### config.mk
export PLATFORM = sky130hd
export DESIGN_NAME = mul_div_unit
export DESIGN_NICKNAME = d
export VERILOG_FILES = /design/src/rtl/cpu_pkg.sv /design/src/rtl/muldiv_datapath.sv /design/src/rtl/mul_div_unit.sv
export SDC_FILE = /design/constraint.sdc
export NUM_CORES = 1
export LEC_CHECK = 0
export CAP_MARGIN = 20
export CORE_MARGIN = 2
export CORE_UTILIZATION = 41
export DETAILED_ROUTE_END_ITERATION = 10
export PLACE_DENSITY = 0.61
export SKIP_LAST_GASP = 1
export SYNTH_ARGS = -nofsm -noshare
export SYNTH_HDL_FRONTEND = slang
export SYNTH_SLANG_ARGS = --single-unit
### constraint.sdc
create_clock -name Clock -period 3.7 [get_ports Clock]
set_clock_uncertainty 0.05 [all_clocks]
set_input_delay 0.74 -clock Clock [delete_from_list [all_inputs] [get_ports Clock]]
set_output_delay 0.74 -clock Clock [all_outputs]
set_load 0.05 [all_outputs]
### src/rtl/cpu_pkg.sv
`default_nettype none
// ============================================================================
//  Module      : cpu_pkg
//  Description : Shared CPU constants: data/register-index widths, the
//                mul/div operation encoding and the mul/div FSM state type.
//  Revision    : 1.0 - initial release
// ============================================================================
package cpu_pkg;

    localparam int WIDTH   = 24;                // register file data width
    localparam int REGADDR = 4;                 // register index width
    localparam int CNTW    = $clog2(WIDTH);     // iteration counter width

    localparam logic [1:0] OP_MUL  = 2'b00;     // low word of product
    localparam logic [1:0] OP_MULH = 2'b01;     // high word of product
    localparam logic [1:0] OP_DIV  = 2'b10;     // quotient
    localparam logic [1:0] OP_REM  = 2'b11;     // remainder

    typedef enum logic [1:0] {
        IDLE = 2'd0,
        CALC = 2'd1,
        DONE = 2'd2
    } state_t;

endpackage
`default_nettype wire

### src/rtl/muldiv_datapath.sv
`default_nettype none
// ============================================================================
//  Module      : muldiv_datapath
//  Description : Iterative unsigned shift-add multiplier and restoring
//                divider. One step per enabled clock, WIDTH steps per op.
//  Ports       : Clock/Resetn  - clock, async active-low reset
//                load          - capture op/operands, clear counter/accums
//                step          - perform one iteration
//                op, opA, opB  - operation and operands (used on load)
//                lastIter      - current step is the final one
//                resultNext    - result as it will be after this step
//  Revision    : 1.0 - initial release
// ============================================================================
module muldiv_datapath
    import cpu_pkg::*;
(
    input  logic             Clock,
    input  logic             Resetn,
    input  logic             load,
    input  logic             step,
    input  logic [1:0]       op,
    input  logic [WIDTH-1:0] opA,
    input  logic [WIDTH-1:0] opB,
    output logic             lastIter,
    output logic [WIDTH-1:0] resultNext
);

    logic [1:0]         r_op;
    logic [WIDTH-1:0]   r_opA;
    logic [WIDTH-1:0]   r_opB;
    logic [2*WIDTH-1:0] r_prod;     // {partial high, remaining multiplier bits}
    logic [WIDTH-1:0]   r_rem;
    logic [WIDTH-1:0]   r_quo;      // dividend shifts out MSB-first, quotient in
    logic [CNTW-1:0]    r_count;

    logic [WIDTH:0]     w_hiSum;
    logic [2*WIDTH-1:0] w_prodNext;
    logic [WIDTH:0]     w_remShift;
    logic [WIDTH:0]     w_remDiff;
    logic               w_fits;
    logic [WIDTH-1:0]   w_remNext;
    logic [WIDTH-1:0]   w_quoNext;

    always_comb begin
        // Multiply: add multiplicand into the high half when the LSB of the
        // multiplier is set, then shift the whole product right (carry in).
        w_hiSum    = {1'b0, r_prod[2*WIDTH-1:WIDTH]}
                   + (r_prod[0] ? {1'b0, r_opA} : {(WIDTH+1){1'b0}});
        w_prodNext = {w_hiSum, r_prod[WIDTH-1:1]};

        // Divide: a zero divisor always "fits", giving all-ones quotient and
        // the dividend as remainder without any special case.
        w_remShift = {r_rem, r_quo[WIDTH-1]};
        w_remDiff  = w_remShift - {1'b0, r_opB};
        w_fits     = (w_remShift >= {1'b0, r_opB});
        w_remNext  = w_fits ? w_remDiff[WIDTH-1:0] : w_remShift[WIDTH-1:0];
        w_quoNext  = {r_quo[WIDTH-2:0], w_fits};

        case (r_op)
            OP_MUL:  resultNext = w_prodNext[WIDTH-1:0];
            OP_MULH: resultNext = w_prodNext[2*WIDTH-1:WIDTH];
            OP_DIV:  resultNext = w_quoNext;
            default: resultNext = w_remNext;
        endcase
    end

    assign lastIter = (r_count == CNTW'(WIDTH-1));

    always_ff @(posedge Clock or negedge Resetn) begin
        if (!Resetn) begin
            r_op    <= '0;
            r_opA   <= '0;
            r_opB   <= '0;
            r_prod  <= '0;
            r_rem   <= '0;
            r_quo   <= '0;
            r_count <= '0;
        end else if (load) begin
            r_op    <= op;
            r_opA   <= opA;
            r_opB   <= opB;
            r_prod  <= {{WIDTH{1'b0}}, opB};
            r_rem   <= '0;
            r_quo   <= opA;
            r_count <= '0;
        end else if (step) begin
            r_prod  <= w_prodNext;
            r_rem   <= w_remNext;
            r_quo   <= w_quoNext;
            r_count <= r_count + CNTW'(1);
        end
    end

endmodule
`default_nettype wire

### src/rtl/mul_div_unit.sv
`default_nettype none
// ============================================================================
//  Module      : mul_div_unit
//  Description : Iterative 24-bit unsigned MUL/MULH/DIV/REM unit with fixed
//                WIDTH-cycle latency and a one-cycle register-file write.
//  Ports       : Clock, Resetn (async active-low)
//                Start, Op, OpA, OpB, DestIn - request (sampled in IDLE)
//                Busy            - operation in flight (CALC or DONE)
//                Done, RegWrite  - one-cycle completion/write strobe
//                Result, DestOut - held until the next completion
//  Revision    : 1.0 - initial release
// ============================================================================
module mul_div_unit
    import cpu_pkg::*;
(
    input  logic               Clock,
    input  logic               Resetn,
    input  logic               Start,
    input  logic [1:0]         Op,
    input  logic [WIDTH-1:0]   OpA,
    input  logic [WIDTH-1:0]   OpB,
    input  logic [REGADDR-1:0] DestIn,
    output logic               Busy,
    output logic               Done,
    output logic               RegWrite,
    output logic [WIDTH-1:0]   Result,
    output logic [REGADDR-1:0] DestOut
);

    state_t             r_state;
    logic               r_busy;
    logic               r_done;
    logic [WIDTH-1:0]   r_result;
    logic [REGADDR-1:0] r_destCap;
    logic [REGADDR-1:0] r_destOut;

    logic               w_load;
    logic               w_step;
    logic               w_lastIter;
    logic [WIDTH-1:0]   w_resultNext;

    assign w_load = (r_state == IDLE) && Start;
    assign w_step = (r_state == CALC);

    muldiv_datapath u_datapath (
        .Clock      (Clock),
        .Resetn     (Resetn),
        .load       (w_load),
        .step       (w_step),
        .op         (Op),
        .opA        (OpA),
        .opB        (OpB),
        .lastIter   (w_lastIter),
        .resultNext (w_resultNext)
    );

    always_ff @(posedge Clock or negedge Resetn) begin
        if (!Resetn) begin
            r_state   <= IDLE;
            r_busy    <= 1'b0;
            r_done    <= 1'b0;
            r_result  <= '0;
            r_destCap <= '0;
            r_destOut <= '0;
        end else begin
            case (r_state)
                IDLE: begin
                    r_done <= 1'b0;
                    if (Start) begin
                        r_state   <= CALC;
                        r_busy    <= 1'b1;
                        r_destCap <= DestIn;
                    end
                end
                CALC: begin
                    // Final step result is taken straight from the datapath
                    // so it is valid in the DONE cycle.
                    if (w_lastIter) begin
                        r_state   <= DONE;
                        r_done    <= 1'b1;
                        r_result  <= w_resultNext;
                        r_destOut <= r_destCap;
                    end
                end
                DONE: begin
                    r_state <= IDLE;
                    r_done  <= 1'b0;
                    r_busy  <= 1'b0;
                end
                default: begin
                    r_state <= IDLE;
                    r_done  <= 1'b0;
                    r_busy  <= 1'b0;
                end
            endcase
        end
    end

    assign Busy     = r_busy;
    assign Done     = r_done;
    assign RegWrite = r_done;
    assign Result   = r_result;
    assign DestOut  = r_destOut;

endmodule
`default_nettype wire

* Word level (Yosys, flattened, before mapping)
Index checks and enable logic that the tools add are counted.
** Word-level totals
- Output and inout port bits :: 31
- Bits in registers :: 187
- Bits of input ports :: 57
** Cells by class
- Reduce and logical (&&, ||, !) cells :: 8
- Bitwise gates (word level) :: 1
- Add/sub/neg operators :: 3
- Muxes and demuxes :: 18
- Equal/unequal tests :: 6
- Magnitude comparators :: 1
** Operators by type and width (count)
- 24-bit 2-to-1 mux :: 6
- 48-bit 2-to-1 mux :: 2
- 24-bit one-hot mux with 3 select lines :: 1
- 24-bit by 25-bit adder with 25-bit output :: 1
- 25-bit by 24-bit greater-or-equal comparator with 1-bit output :: 1
- 24-bit subtractor :: 1
- 5-bit 2-to-1 mux :: 2
- 2-bit AND reduction :: 4
- 5-bit by 1-bit adder with 5-bit output, second input constant :: 1
- 5-bit equality test, second input constant :: 1
- 2-bit by 1-bit equality test with 1-bit output, second input constant :: 2
- 2-bit zero test :: 2
- 2-bit 2-to-1 mux :: 2
- 2-bit inequality test, second input constant :: 2
- 2-bit one-hot mux with 2 select lines :: 1
- 1-bit 2-to-1 mux :: 3
- 2-bit equality test, second input constant :: 1
- 1-bit one-hot mux with 2 select lines :: 1
- 2-bit nonzero test :: 1
- 1-bit logical AND :: 1
- 1-bit NOT :: 1

* Depth between registers and ports, before layout
- Word-level depth :: 4
- Mapped depth :: 14

* Modules after synthesis
A second synthesis with hierarchy kept.
** Unflattened totals
- Cells, all modules :: 1118
- Area total of the unflattened synthesis :: 11023.1 sq um
** Modules (own cells, without submodules)
- muldiv_datapath :: area each 9559.2 sq um, instances 1, cells an instance 1037
- mul_div_unit :: area each 1463.9 sq um, instances 1, cells an instance 81

* Worst setup path after synthesis
Ideal clock, no wire load.
- Path kind :: reg-to-reg
- Start :: register u_datapath.r_rem[9]
- End :: register r_result[4] (netlist: Result[4])
- Cell stages (with the launch flop) :: 11
- Path slack :: 607 ps
- Data arrival time :: 2918 ps
- Cell sequence :: dfrtp_1 -> ha_1 -> nand2_1 -> or3_1 -> or4_1 -> nand3b_1 -> a211oi_4 -> nand2_4 -> mux2_4 -> mux4_2 -> mux2_4
** Between the ends
- Longest elaborated chain between the ends :: 3
** RTL lines
- from (decl) :: line muldiv_datapath.sv:32 : logic [WIDTH-1:0] r_rem;
- from (signal assigned) :: line muldiv_datapath.sv:88 : r_rem <= w_remNext;
- 25-bit by 24-bit greater-or-equal comparator with 1-bit output :: line muldiv_datapath.sv:55 : w_fits = (w_remShift >= {1'b0, r_opB});
- 24-bit 2-to-1 mux :: line muldiv_datapath.sv:56 : w_remNext = w_fits ? w_remDiff[WIDTH-1:0] : w_remShift[WIDTH-1:0];
- 24-bit one-hot mux with 3 select lines :: line muldiv_datapath.sv:59 : case (r_op)
- to (signal assigned) :: line mul_div_unit.sv:81 : r_result <= w_resultNext;
- to (decl) :: line mul_div_unit.sv:33 : logic [WIDTH-1:0] r_result;
No other way between the ends.
A chain may end at the register's enable or synchronous reset.

* Worst setup path after layout
- Start :: register u_datapath.r_prod[0]
- End :: register r_result[13] (netlist: Result[13])
** Between the ends
- Longest elaborated chain between the ends :: 3
** RTL lines
- from (decl) :: line muldiv_datapath.sv:31 : logic [2*WIDTH-1:0] r_prod;
- from (signal assigned) :: line muldiv_datapath.sv:82 : r_prod <= {{WIDTH{1'b0}}, opB};
- from (signal assigned) :: line muldiv_datapath.sv:87 : r_prod <= w_prodNext;
- 24-bit 2-to-1 mux :: line muldiv_datapath.sv:48 : + (r_prod[0] ? {1'b0, r_opA} : {(WIDTH+1){1'b0}});
- 24-bit by 25-bit adder with 25-bit output :: line muldiv_datapath.sv:48
- 24-bit one-hot mux with 3 select lines :: line muldiv_datapath.sv:59
No other way between the ends.

==> impl_metrics.json <==
{
  "status": "complete, no violations",
  "cts_max_level": 4,
  "syn_to_final_growth_pct": 16.9,
  "total_leakage_power_nw": 5.54,
  "cp-start-kind": "register",
  "final_hold_viol_count": 0,
  "hp-class": "primary input to asynchronous set/reset pin",
  "place.gp.congestion": 0.878,
  "placed_area_mm2": 0.0120,
  "synth_area_leader_cell": "dfrtp_1",
  "placement.io_buffers": 87,
  "reg2reg_slack_ns": 0.31,
  "cts_buffer_depth": 2,
  "rsz0062_at_grt": "false",
  "grt_max_degree": 112,
  "synth_area_mm2": 0.0108,
  "whs_ns": 0.175,
  "vias": 8977,
  "core.rowCount": 59,
  "initial_core_util_pct": 41.5,
  "drtIter0Drc": 685,
  "post-place-ws_ns": 0.323,
  "antenna_left": 0,
  "worst_pin_slew_ns": 0.963,
  "worst_slack_ns": 0.307,
  "cts_tree": "yes",
  "reg2reg_from": "u_datapath.r_prod[0]$_DFFE_PN0P_",
  "first_global_vias": 8899,
  "utilization_pct": 48.6,
  "routedWlPerCell_um": 19.0,
  "die_x_um": 166,
  "synth_cell_types": 67,
  "yosysMostFrequentCell": "nand2_1",
  "crit_chain": "and2_1 -> ha_1 -> inv_1 -> fa_1 -> nor2b_1 -> o2111ai_1 -> a311oi_1 -> buf_4 -> nor2_1 -> o21ai_0 -> xor2_1 -> a2bb2oi_1 -> o31ai_1 -> a2bb2oi_1",
  "grt_use_total_pct": 22.3,
  "final_area_mm2": 0.0126,
  "cts_setup_buffers": 0,
  "synthArstFlopShare_pct": 100,
  "detail_route.drc_violations": 0,
  "slew_viol_final": 0,
  "routed_wl_um": 30400,
  "period_minus_slack_ns": 3.39,
  "cp_data_required_time_ns": 4.01,
  "synth_top_area_share_pct": 43.4,
  "avgSynthCellArea_um2": 9.02,
  "fin_crit_sh_pct": 91.7,
  "crit_slowest_cell": "dfrtp_2",
  "drive_gt1_share_pct": 6.94,
  "worstSetupPathType": "register to register",
  "crit_arrival_ns": 3.70,
  "setup_viol": 0,
  "ys_seq_area_share_pct": 43.4,
  "clock_latency_ns": 0.44,
  "max_freq_ghz": 0.295,
  "postCtsHoldBufs": 0,
  "synth_edf_count": 0,
  "viasPerCell": 5.60,
  "yosys_warnings": 0,
  "placed_cells": 1571,
  "cp-end-kind": "register",
  "grt_first_pass_wirelength_um": 49000,
  "ys.flop_type": "dfrtp_1",
  "report.power.total_mw": 13.7,
  "nFillCells": 2484,
  "synth_nets": 1304,
  "dieHeight_um": 166,
  "ios": 88,
  "design.core.area_mm2": 0.0260,
  "rr_endpoint": "Result[13]$_DFFE_PN0P_",
  "max-cap-violations": 0,
  "synth_area_leaders": "dfrtp_1, nand2_1, o21ai_0",
  "crit_top_cell": "a2bb2oi_1",
  "ys_seq_elements": 187,
  "cts_resized": 0,
  "max-vdd-ir-drop_uv": 723,
  "netlist_top_cells_count": "nand2_1, dfrtp_1, o21ai_0, clkbuf_1, a21oi_1",
  "powerDensity_mw_per_mm2": 1090,
  "dp.final_hpwl_um": 22000,
  "clk_pin_slew_ns": 0.07,
  "cts_root_buffer": "clkbuf_16",
  "syn_inst": 1196,
  "first_pass_iters": 5,
  "overflow": 0,
  "ff2ff_path_depth": 14,
  "grt_antenna_before_repair": 0,
  "finalNonFillerCells": 1603,
  "relSlewSlack_pct": 35.8,
  "path_max_fanout": 11,
  "clock_sinks": 187,
  "cpPeakStageDelay_ns": 0.45,
  "nNetsFinal": 1363,
  "numCtsBuffers": 17,
  "die_area_mm2": 0.0276,
  "tns_ns": 0,
  "diodes": 0
}
[flip-flops by register name, indices dropped and copies added, names as in the netlist]
register,flops
Busy,1
DestOut,4
Done,1
Result,24
r_destCap,4
r_state,2
u_datapath.r_count,5
u_datapath.r_op,2
u_datapath.r_opA,24
u_datapath.r_opB,24
u_datapath.r_prod,48
u_datapath.r_quo,24
u_datapath.r_rem,24
[worst max-delay path, delay by kind of cell (launching register included)]
family	cells	cell delay, ns
adders and majority gates	2	0.58
buffers and inverters	2	0.25
xor gates and xnor gates	1	0.32
AOI/OAI and AO/OA	6	1.26
and+or+nand+nor	3	0.40
DFF	1	0.45
[logic make-up after synthesis]
kind of cell	count (synthesis)	synth area share, %
fa+ha+maj	51	6.05
flops	187	43.4
simple gates	391	16.0
compound gates	346	20.1
buf+inv	113	4.16
mux	71	7.30
xor+xnor	37	3.00
[power by group]
part / leakage (nW) / total (mW) / switching (mW) / internal (mW)
Combinational: 2.98 / 7.93 / 4.65 / 3.29
Clock: 0.277 / 1.85 / 0.869 / 0.983
Sequential: 2.28 / 3.95 / 0.874 / 3.07
Total: 5.54 / 13.7 / 6.39 / 7.34
[per-layer routing]
metal | vias to the layer above | track usage, % | routed length, um
met4 | 0 | 8.02 | 963
met1 | 4344 | 31.5 | 14200
met2 | 266 | 34.7 | 13700
met5 | - | 0 | 0
li1 | 4322 | - | -
met3 | 45 | 3.79 | 1480
[layout make-up]
cell class	instances	area (um^2)	area share (%)
Multi-Input combinational cell	896	5680	45.0
Inverter	45	169	1.34
Clock inverter	13	131	1.04
Sequential cell	187	4680	37.1
Tap cell	335	419	3.32
Clock buffer	19	453	3.59
Timing Repair Buffer	108	1080	8.58
[cells in the final DEF (no fill, tap or decap), types with 12 or more instances in the layout]
cell type,n
nand2_1,249
dfrtp_1,186
o21ai_0,154
clkdlybuf4s50_1,86
a21oi_1,53
ha_1,49
mux2i_1,48
inv_1,45
nor2_1,34
and2_1,28
a22o_1,26
xnor2_1,26
nand3_1,18
clkbuf_16,17
buf_4,17
mux2_2,16
a22oi_1,15
a21o_1,15
nor2b_1,14
nor3_1,13
a31oi_1,12
[worst max path at each step]
stage | from | to | slack (ns) | depth (start not counted)
after global routing | u_datapath.r_prod[0]$_DFFE_PN0P_ | Result[15]$_DFFE_PN0P_ | 0.09 | 14
final | u_datapath.r_prod[0]$_DFFE_PN0P_ | Result[13]$_DFFE_PN0P_ | 0.31 | 14
after CTS | u_datapath.r_prod[0]$_DFFE_PN0P_ | Result[13]$_DFFE_PN0P_ | 0.26 | 14
after detailed placement | u_datapath.r_prod[0]$_DFFE_PN0P_ | Result[13]$_DFFE_PN0P_ | 0.32 | 14
after global placement | u_datapath.r_rem[9]$_DFFE_PN0P_ | Result[6]$_DFFE_PN0P_ | 0.37 | 11
after floorplan | u_datapath.r_rem[9]$_DFFE_PN0P_ | Result[4]$_DFFE_PN0P_ | 0.61 | 10
No activity file was read; power rests on OpenSTA's default activity.
